<file path="src/rtl/operand_fetch_stage_pkg.sv">
// Shared definitions for the operand fetch (decode) stage: widths, instruction
// field positions, opcodes, FSM states, the pipeline payload and decode helpers.
package operand_fetch_stage_pkg;

  localparam int unsigned DW    = 8;   // datapath width, fixed by the byte mux
  localparam int unsigned NREGS = 8;   // architectural registers
  localparam int unsigned AW    = 3;   // register address width
  localparam int unsigned IW    = 16;  // instruction width
  localparam int unsigned OPW   = 4;   // opcode width

  localparam int unsigned OP_LSB  = 12;
  localparam int unsigned RD_LSB  = 9;
  localparam int unsigned RS1_LSB = 6;
  localparam int unsigned RS2_LSB = 3;
  localparam int unsigned IMM_LSB = 0;

  typedef enum logic [OPW-1:0] {
    OP_NOP  = 4'h0,
    OP_ADD  = 4'h1,
    OP_SUB  = 4'h2,
    OP_AND  = 4'h3,
    OP_OR   = 4'h4,
    OP_XOR  = 4'h5,
    OP_ADDI = 4'h8,
    OP_LDI  = 4'h9,
    OP_HALT = 4'hF
  } opcode_e;

  typedef enum logic {
    ST_RUN    = 1'b0,
    ST_HALTED = 1'b1
  } state_e;

  // Registered operand bundle handed to the execute stage
  typedef struct packed {
    logic [OPW-1:0] op;
    logic [AW-1:0]  rd;
    logic           we;
    logic [DW-1:0]  op_a;
    logic [DW-1:0]  op_b_reg;
    logic [DW-1:0]  op_b_imm;
    logic           imm_sel;
    logic           illegal;
  } opf_payload_t;

  function automatic logic is_rtype(input logic [OPW-1:0] op);
    return (op == OP_ADD) || (op == OP_SUB) || (op == OP_AND) ||
           (op == OP_OR)  || (op == OP_XOR);
  endfunction

  function automatic logic is_imm(input logic [OPW-1:0] op);
    return (op == OP_ADDI) || (op == OP_LDI);
  endfunction

  function automatic logic is_legal(input logic [OPW-1:0] op);
    return is_rtype(op) || is_imm(op) || (op == OP_NOP) || (op == OP_HALT);
  endfunction

endpackage

</file>
<file path="src/rtl/regfile_8x8.sv">
// 8 x 8-bit register file: two combinational read ports, one synchronous
// write port. R0 always reads zero and ignores writes.
// Optional macro DECODE_WB_BYPASS_EN: a read of the address being written this
// cycle returns the write data instead of the stored value.
// Ports: clk, rst (sync, active-high), we/waddr/wdata (write),
//        raddr_a/rdata_a, raddr_b/rdata_b (reads).
module regfile_8x8
  import operand_fetch_stage_pkg::*;
(
  input  logic          clk,
  input  logic          rst,
  input  logic          we,
  input  logic [AW-1:0] waddr,
  input  logic [DW-1:0] wdata,
  input  logic [AW-1:0] raddr_a,
  output logic [DW-1:0] rdata_a,
  input  logic [AW-1:0] raddr_b,
  output logic [DW-1:0] rdata_b
);

  logic [DW-1:0] regs_q [NREGS];
  logic [DW-1:0] regs_d [NREGS];
  logic          wr_en;

  assign wr_en = we && (waddr != AW'(0));

  // Next register contents
  always_comb begin
    for (int i = 0; i < int'(NREGS); i++) begin
      regs_d[i] = regs_q[i];
    end
    if (wr_en) begin
      regs_d[waddr] = wdata;
    end
  end

  always_ff @(posedge clk) begin
    for (int i = 0; i < int'(NREGS); i++) begin
      if (rst) begin
        regs_q[i] <= '0;
      end else begin
        regs_q[i] <= regs_d[i];
      end
    end
  end

  // Read ports; R0 is forced to zero regardless of storage
  always_comb begin
    rdata_a = regs_q[raddr_a];
    rdata_b = regs_q[raddr_b];
`ifdef DECODE_WB_BYPASS_EN
    if (wr_en && (waddr == raddr_a)) rdata_a = wdata;
    if (wr_en && (waddr == raddr_b)) rdata_b = wdata;
`endif
    if (raddr_a == AW'(0)) rdata_a = '0;
    if (raddr_b == AW'(0)) rdata_b = '0;
  end

endmodule

</file>
<file path="src/rtl/operand_fetch_stage.sv">
// Decode stage: decodes a 16-bit instruction, reads rs1/rs2 from the register
// file and registers operands for the execute stage (a = op_b_reg,
// b = op_b_imm, s = imm_sel of the downstream byte mux). Hosts the writeback
// port. HALT parks the stage until a resume pulse.
// Optional macro DECODE_WB_BYPASS_EN: same-cycle writeback-to-read forwarding.
// Ports: clk, rst (sync, active-high); in_valid/in_ready/instr (fetch side);
//        resume; wb_we/wb_addr/wb_data (writeback); out_valid/out_ready,
//        out_op, out_rd, out_we, op_a, op_b_reg, op_b_imm, imm_sel, illegal
//        (execute side); halted.
module operand_fetch_stage
  import operand_fetch_stage_pkg::*;
(
  input  logic           clk,
  input  logic           rst,
  input  logic           in_valid,
  output logic           in_ready,
  input  logic [IW-1:0]  instr,
  input  logic           resume,
  input  logic           wb_we,
  input  logic [AW-1:0]  wb_addr,
  input  logic [DW-1:0]  wb_data,
  output logic           out_valid,
  input  logic           out_ready,
  output logic [OPW-1:0] out_op,
  output logic [AW-1:0]  out_rd,
  output logic           out_we,
  output logic [DW-1:0]  op_a,
  output logic [DW-1:0]  op_b_reg,
  output logic [DW-1:0]  op_b_imm,
  output logic           imm_sel,
  output logic           illegal,
  output logic           halted
);

  state_e        state_q, state_d;
  logic          out_valid_q, out_valid_d;
  opf_payload_t  pl_q, pl_d;
  opf_payload_t  dec;

  logic [OPW-1:0] op;
  logic [AW-1:0]  rd_f, rs1_f, rs2_f;
  logic [AW-1:0]  raddr_a;
  logic [DW-1:0]  rdata_a, rdata_b;
  logic           accept;

  assign op    = instr[OP_LSB  +: OPW];
  assign rd_f  = instr[RD_LSB  +: AW];
  assign rs1_f = instr[RS1_LSB +: AW];
  assign rs2_f = instr[RS2_LSB +: AW];

  // ADDI reads its source from the rd field
  assign raddr_a = (op == OP_ADDI) ? rd_f : rs1_f;

  regfile_8x8 u_regfile (
    .clk     (clk),
    .rst     (rst),
    .we      (wb_we),
    .waddr   (wb_addr),
    .wdata   (wb_data),
    .raddr_a (raddr_a),
    .rdata_a (rdata_a),
    .raddr_b (rs2_f),
    .rdata_b (rdata_b)
  );

  // Instruction decode into the payload that will be registered on accept
  always_comb begin
    dec          = '0;
    dec.op       = op;
    dec.rd       = rd_f;
    dec.op_b_reg = rdata_b;
    dec.op_b_imm = instr[IMM_LSB +: DW];
    dec.op_a     = (op == OP_LDI) ? DW'(0) : rdata_a;
    dec.we       = is_rtype(op) || is_imm(op);
    dec.imm_sel  = is_imm(op);
    dec.illegal  = !is_legal(op);
  end

  // Handshake, pipeline register next-state and FSM
  always_comb begin
    state_d     = state_q;
    out_valid_d = out_valid_q;
    pl_d        = pl_q;
    in_ready    = (state_q == ST_RUN) && (!out_valid_q || out_ready);
    accept      = in_valid && in_ready;

    if (accept) begin
      pl_d        = dec;
      out_valid_d = 1'b1;
    end else if (out_ready) begin
      out_valid_d = 1'b0;
    end

    case (state_q)
      ST_RUN:    if (accept && (op == OP_HALT)) state_d = ST_HALTED;
      ST_HALTED: if (resume) state_d = ST_RUN;
      default:   state_d = ST_RUN;
    endcase
  end

  always_ff @(posedge clk) begin
    if (rst) begin
      state_q     <= ST_RUN;
      out_valid_q <= 1'b0;
      pl_q        <= '0;
    end else begin
      state_q     <= state_d;
      out_valid_q <= out_valid_d;
      pl_q        <= pl_d;
    end
  end

  assign out_valid = out_valid_q;
  assign out_op    = pl_q.op;
  assign out_rd    = pl_q.rd;
  assign out_we    = pl_q.we;
  assign op_a      = pl_q.op_a;
  assign op_b_reg  = pl_q.op_b_reg;
  assign op_b_imm  = pl_q.op_b_imm;
  assign imm_sel   = pl_q.imm_sel;
  assign illegal   = pl_q.illegal;
  assign halted    = (state_q == ST_HALTED);

endmodule
</file>
<file path="config.mk">
export PLATFORM = sky130hd
export DESIGN_NAME = operand_fetch_stage
export DESIGN_NICKNAME = d
export VERILOG_FILES = /design/src/rtl/operand_fetch_stage_pkg.sv /design/src/rtl/regfile_8x8.sv /design/src/rtl/operand_fetch_stage.sv
export SDC_FILE = /design/constraint.sdc
export NUM_CORES = 1
export LEC_CHECK = 0
export CORE_ASPECT_RATIO = 1.1
export CORE_MARGIN = 4
export CORE_UTILIZATION = 51
export CTS_BUF_LIST = sky130_fd_sc_hd__clkbuf_8
export DETAILED_ROUTE_END_ITERATION = 10
export PLACE_DENSITY = 0.79
export SYNTH_ARGS = -nofsm -noshare
export SYNTH_HDL_FRONTEND = slang
export SYNTH_HIERARCHICAL = 1
export SYNTH_SLANG_ARGS = --single-unit
export TNS_END_PERCENT = 30
</file>
<file path="constraint.sdc">
create_clock -name clk -period 2.6 [get_ports clk]
set_clock_uncertainty 0.1 [all_clocks]
set_input_delay 0.52 -clock clk [delete_from_list [all_inputs] [get_ports clk]]
set_output_delay 0.52 -clock clk [all_outputs]
set_load 0.005 [all_outputs]
</file>
==> flow_summary.json, run 1 <==
{
  "worstPathRequired_ps": 2730,
  "layout_commonest_cell": "dfxtp_1",
  "ios": 70,
  "layout.nets": 595,
  "outcome": "finished clean",
  "cts_tree": "done",
  "busiest_layer": "met2",
  "worstMarginPinSlew_ps": 880,
  "grt_pass1_vias": 3808,
  "worstHoldPathCells": 2,
  "fin_ws_ps": 47.8,
  "clock_path_buffers": 2,
  "ant_nets": 0,
  "viasPerCell": 6.09,
  "slew_viol_final": 0,
  "die_w_um": 99.6,
  "syn_nets": 548,
  "globalRouteMet1Util_pct": 30.6,
  "dieArea_um2": 10800,
  "largest_register_ffs": 56,
  "path_common_cell": "a221oi_1",
  "die_h_um": 109,
  "peakVddDrop_mv": 0.289,
  "cts_buffers": 9,
  "diodes": 0,
  "ys_seq_area_share_pct": 39.1,
  "r2r_slack_ps": 1060,
  "coreArea_um2": 8920,
  "ys_ff_latch": 92,
  "max-cap-violations": 0,
  "htree_levels": 3,
  "reg2reg_from": "u_regfile/regs_q[3][6]",
  "synth_cell_type_count": 36,
  "grt_usage_pct": 23.1,
  "setup_viol_count_final": 0,
  "postLayoutCellArea_um2": 5640,
  "critical_path_class": "in2reg",
  "grt-ovfl-total": 0,
  "setup-tns-final_ps": 0,
  "p_switching_uw": 803,
  "fin_util_pct": 63.3,
  "hold_path_class": "reg2reg",
  "hpwl_um": 8910,
  "wl_um": 12600,
  "rr_worst_depth": 5,
  "drc": 0,
  "hold_viol": 0,
  "crit_end": "op_a[6]",
  "syn_area_per_cell_um2": 9.14,
  "areaGrowthSynthToFinish_pct": 19.8,
  "leakage_nw": 2.02,
  "path_clk_slew_ps": 90,
  "post_drt_wl_per_cell_um": 18.5,
  "startpoint": "instr[15]",
  "p_int_mw": 2.17,
  "crit_fanout": 7,
  "insertion_delay_ps": 370,
  "fp-row-count": 36,
  "cp-start-kind": "input port",
  "dp_slack_ps": -588,
  "powerDensity_nw_per_um2": 527,
  "p_sw_share_pct": 27.0,
  "largest-register": "u_regfile/regs_q",
  "n_fill_cell": 742,
  "power_mw": 2.97,
  "power_frac_clock_pct": 33.8,
  "grtUsageMet2_pct": 38.1,
  "pwr-share-seq_pct": 50.2,
  "routed-via-count": 4148,
  "maxSlewHeadroom_pct": 41.2,
  "grt_max_degree": 57,
  "start_util_pct": 52.8,
  "critPathMaxStageDelay_ps": 480,
  "r2r_end": "op_b_reg[6]",
  "arrival_ps": 2690,
  "cts_num_sinks": 92,
  "dr.first_iter.drc_count": 382,
  "dr.pass1.iters": 5,
  "antenna_found_initial": 0,
  "clockRootBuffer": "clkbuf_8",
  "synth_warnings": 6,
  "drive_above_1_share_pct": 15.7,
  "maxClockFrequency_mhz": 392,
  "grt_util_met3_pct": 4.61,
  "combinationalPowerShare_pct": 16.1,
  "critPathCaptureType": "flop",
  "post-route-min-period_ps": 2550,
  "synth_cells": 515,
  "path_cells": "clkdlybuf4s50_1 > nor4b_4 > mux2_4 > buf_6 > mux2_2 > a221oi_1 > a221oi_1 > nand4_1 > a21oi_1",
  "grt_pass1_wl_um": 19800,
  "place_area_um2": 5360,
  "final_cell_mix": "92 x dfxtp_1, 67 x a21oi_1, 65 x clkdlybuf4s50_1, 64 x nand2_1, 56 x mux2i_1",
  "io_buffer_count": 69,
  "fin_crit_sh_pct": 98.2,
  "crit_slowest_cell": "clkdlybuf4s50_1",
  "place.gp.congestion": 0.922,
  "synth_area_um2": 4710
}
how the worst min path moves through the flow:
| stage | start | endpoint | slack, ps |
|---|---|---|---|
| finish | out_rd[1] | out_rd[1] | 380 |
| global route | op_a[6] | op_a[6] | 390 |
| CTS | op_a[2] | op_a[2] | 380 |
| detailed placement | u_regfile/regs_q[5][6] | u_regfile/regs_q[5][6] | 370 |
| global placement | u_regfile/regs_q[7][0] | u_regfile/regs_q[7][0] | 360 |
| floorplan | u_regfile/regs_q[3][0] | u_regfile/regs_q[3][0] | 340 |
cells in the mapped netlist:
library cell	count	area [µm²]
mux2_2	13	146
clkbuf_2	9	45.0
o21ai_1	7	35.0
mux2_4	6	90.1
nor2b_1	7	43.8
a21oi_1	67	335
nand4bb_1	1	11.3
buf_6	7	78.8
and4bb_2	3	37.5
buf_4	1	7.51
buf_12	4	80.1
clkbuf_1	13	48.8
a221oi_2	14	210
clkbuf_8	1	13.8
or3_1	1	6.26
and4_1	1	8.76
nand4_1	10	62.6
and4b_1	3	30.0
nand4b_1	3	26.3
mux2i_1	56	561
and2_1	2	12.5
clkbuf_4	1	7.51
nor2_1	27	101
nand2_1	64	240
o41ai_1	1	8.76
o41ai_2	1	16.3
o21ai_0	29	145
nand2b_1	3	18.8
nand3_1	25	125
a21oi_2	1	8.76
and4_2	1	10.0
dfxtp_1	92	1840
buf_2	21	105
nor4b_4	1	23.8
a221oi_1	18	158
and2b_2	1	8.76
per-layer routing:
layer	part of all wire [%]	vias up
met3	7.5	35
met5	0	-
met2	47	183
met4	2.7	0
met1	43	1972
li1	-	1958
cells by family (layout without fill, tap and decap cells):
| family | after synthesis | count (layout) | share of synthesized area [%] |
|---|---|---|---|
| buf+inv | 57 | 109 | 8.21 |
| mux | 75 | 75 | 16.9 |
| compound gates | 138 | 138 | 19.5 |
| simple gates | 153 | 153 | 16.3 |
| flops | 92 | 92 | 39.1 |
metrics by stage:
stage | hold slack (ps) | instances
final | 380 | 681
after global routing | 395 | 681
after CTS | 381 | 680
after detailed placement | 368 | 663
after global placement | 359 | 663
after floorplan | 342 | 515
layout make-up:
type / count / area, µm² / share of cell area [%]
Clock buffer: 10 / 138 / 2.44
Clock inverter: 6 / 68.8 / 1.22
Multi-Input combinational cell: 366 / 2540 / 45.1
Sequential cell: 92 / 1840 / 32.6
Tap cell: 114 / 143 / 2.53
Timing Repair Buffer: 93 / 907 / 16.1
worst max-delay path, delay by kind of cell:
| family | cells | cell delay [ps] |
|---|---|---|
| compound gates | 3 | 460 |
| buf+inv | 2 | 640 |
| mux | 2 | 660 |
| simple gates | 2 | 400 |
power by group through the flow:
stage	Clock [mW]	Combinational, mW	Sequential, mW
finish	1.00	0.477	1.49
detailed placement	0	0.457	1.52
global placement	0	0.448	1.52
CTS	1.01	0.463	1.49
floorplan	0	0.282	1.52
global route	1.06	0.514	1.50
what timing repair did:
| item | in CTS | in global routing |
|---|---|---|
| hold buffers | 0 | 0 |
| setup endpoints to repair | 8 | 5 |
| pin swaps | 1 | 1 |
| setup buffers | 1 | 1 |
| resized for setup | 7 | 8 |
(Power assumes the default switching activity.)
==> run 2, diff against run 1 <==
Settings changed: CELL_PAD_IN_SITES_DETAIL_PLACEMENT set to 0, CELL_PAD_IN_SITES_GLOBAL_PLACEMENT set to 1, CORE_UTILIZATION 51 to 39, PLACE_DENSITY 0.79 to unset, PLACE_DENSITY_LB_ADDON set to 0.1.
==> run 2 against run 1 <==
Against the previous run:
- core utilization down 14 points
- largest cell class unchanged
- setup slack better by 260 ps
- die area up 28%
- hold slack worse by 1.3 ps
- clock power up 8%
- sequential power about the same
==> flow_summary.json, run 2 (synthesis results as in run 1) <==
{
  "arrival_ps": 2490,
  "ios": 70,
  "path_common_cell": "buf_4",
  "die_h_um": 123,
  "drive_above_1_share_pct": 15.9,
  "dieArea_um2": 13900,
  "critical_path_class": "in2reg",
  "fp-row-count": 41,
  "cp-start-kind": "input port",
  "outcome": "finished clean",
  "antenna_found_initial": 0,
  "crit_fanout": 8,
  "layout_commonest_cell": "dfxtp_1",
  "n_fill_cell": 1165,
  "critPathMaxStageDelay_ps": 360,
  "critPathBufInv": 4,
  "hpwl_um": 9570,
  "cts_num_sinks": 92,
  "maxClockFrequency_mhz": 436,
  "postLayoutCellArea_um2": 5690,
  "max-cap-violations": 0,
  "timing.hold.ws_ps": 379,
  "maxSlewHeadroom_pct": 43.1,
  "grt_usage_pct": 19.0,
  "worstPathRequired_ps": 2790,
  "cts_tree": "done",
  "areaGrowthSynthToFinish_pct": 20.9,
  "routed-via-count": 3952,
  "grt_pass1_vias": 3873,
  "reg2reg_from": "halted",
  "dp.cells": 705,
  "clockRootBuffer": "clkbuf_8",
  "worstMarginPinSlew_ps": 852,
  "setup_viol_count_final": 0,
  "dp_slack_ps": -414,
  "fin_util_pct": 48.9,
  "place_area_um2": 5440,
  "post-route-min-period_ps": 2290,
  "htree_levels": 3,
  "largest-register": "u_regfile/regs_q",
  "stdcell_count": 723,
  "startpoint": "instr[13]",
  "dr.first_iter.drc_count": 232,
  "critPathCaptureType": "flop",
  "ant_nets": 0,
  "coreArea_um2": 11600,
  "rsz0062_at_grt": "no",
  "clock_path_buffers": 2,
  "powerDensity_nw_per_um2": 534,
  "dr.pass1.iters": 4,
  "power_mw": 3.04,
  "hold_viol": 0,
  "fin_ws_ps": 307,
  "insertion_delay_ps": 360,
  "hold_path_class": "reg2reg",
  "fin_crit_sh_pct": 88.2,
  "die_w_um": 113,
  "post_drt_wl_per_cell_um": 18.0,
  "grt-ovfl-total": 0,
  "place.gp.congestion": 0.847,
  "cts_hold_buf": 0,
  "io_buffer_count": 69,
  "wl_um": 13000,
  "drc": 0,
  "start_util_pct": 40.4,
  "final_cell_mix": "92 x dfxtp_1, 66 x a21oi_1, 64 x clkdlybuf4s50_1, 64 x nand2_1, 56 x mux2i_1",
  "hold_path_startpoint": "u_regfile/regs_q[7][3]",
  "path_clk_slew_ps": 90,
  "largest_register_ffs": 56,
  "critical_path.top_delay_family": "buffers and inverters",
  "grt_pass1_wl_um": 21000,
  "cts_buffers": 9,
  "leakage_nw": 2.05,
  "peakVddDrop_mv": 0.310,
  "layout.nets": 601,
  "viasPerCell": 5.47,
  "slew_viol_final": 0,
  "diodes": 0,
  "path_cells": "dlymetal6s2s_1 > nor4b_4 > buf_4 > mux2_2 > nor2b_1 > buf_4 > buf_4 > a221oi_2 > a221oi_2 > nand4_1 > a21oi_1",
  "grt_max_degree": 72,
  "setup-tns-final_ps": 0,
  "crit_slowest_cell": "nor4b_4"
}
run 2: repair_timing:
item / CTS / global route
setup endpoints to repair: 6 / 8
setup buffers: 0 / 2
pin swaps: 0 / 2
gates resized for setup: 1 / 5
run 2: layout make-up:
type                       instances  area (µm²)  share of cell area [%]
timing repair buffer              99         946                    16.6
sequential                        92        1840                    32.4
clock buffer                      10         138                    2.42
multi-input combinational        366        2490                    43.8
clock inverter                     6        86.3                    1.52
tap                              150         188                    3.30
run 2: layer usage:
metal / vias up / global-route usage [%] / routed length, µm
li1: 1967 / - / -
met1: 1888 / 25.9 / 6040
met2: 92 / 31.3 / 6180
met3: 5 / 3.87 / 741
met4: 0 / 4.58 / 81
met5: - / 0 / 0
run 2: report_power, final:
group | internal [mW] | switching, mW
combinational | 0.230 | 0.236
clock | 0.568 | 0.513
sequential | 1.46 | 0.0337
total | 2.26 | 0.782
run 2: worst paths after layout:
path	endpoint	slack, ps	depth (start not counted)
max	op_a[3]	310	11
min	u_regfile/regs_q[7][3]	380	2
max reg2reg	op_b_reg[7]	1120	4
min reg2reg	u_regfile/regs_q[7][3]	380	2
run 2: worst reg2reg max path: stages, from the launching register on:
cell,delay (ps)
dfxtp_1,400
nand2b_1,370
buf_4,280
o21ai_0,110
a21oi_1,150
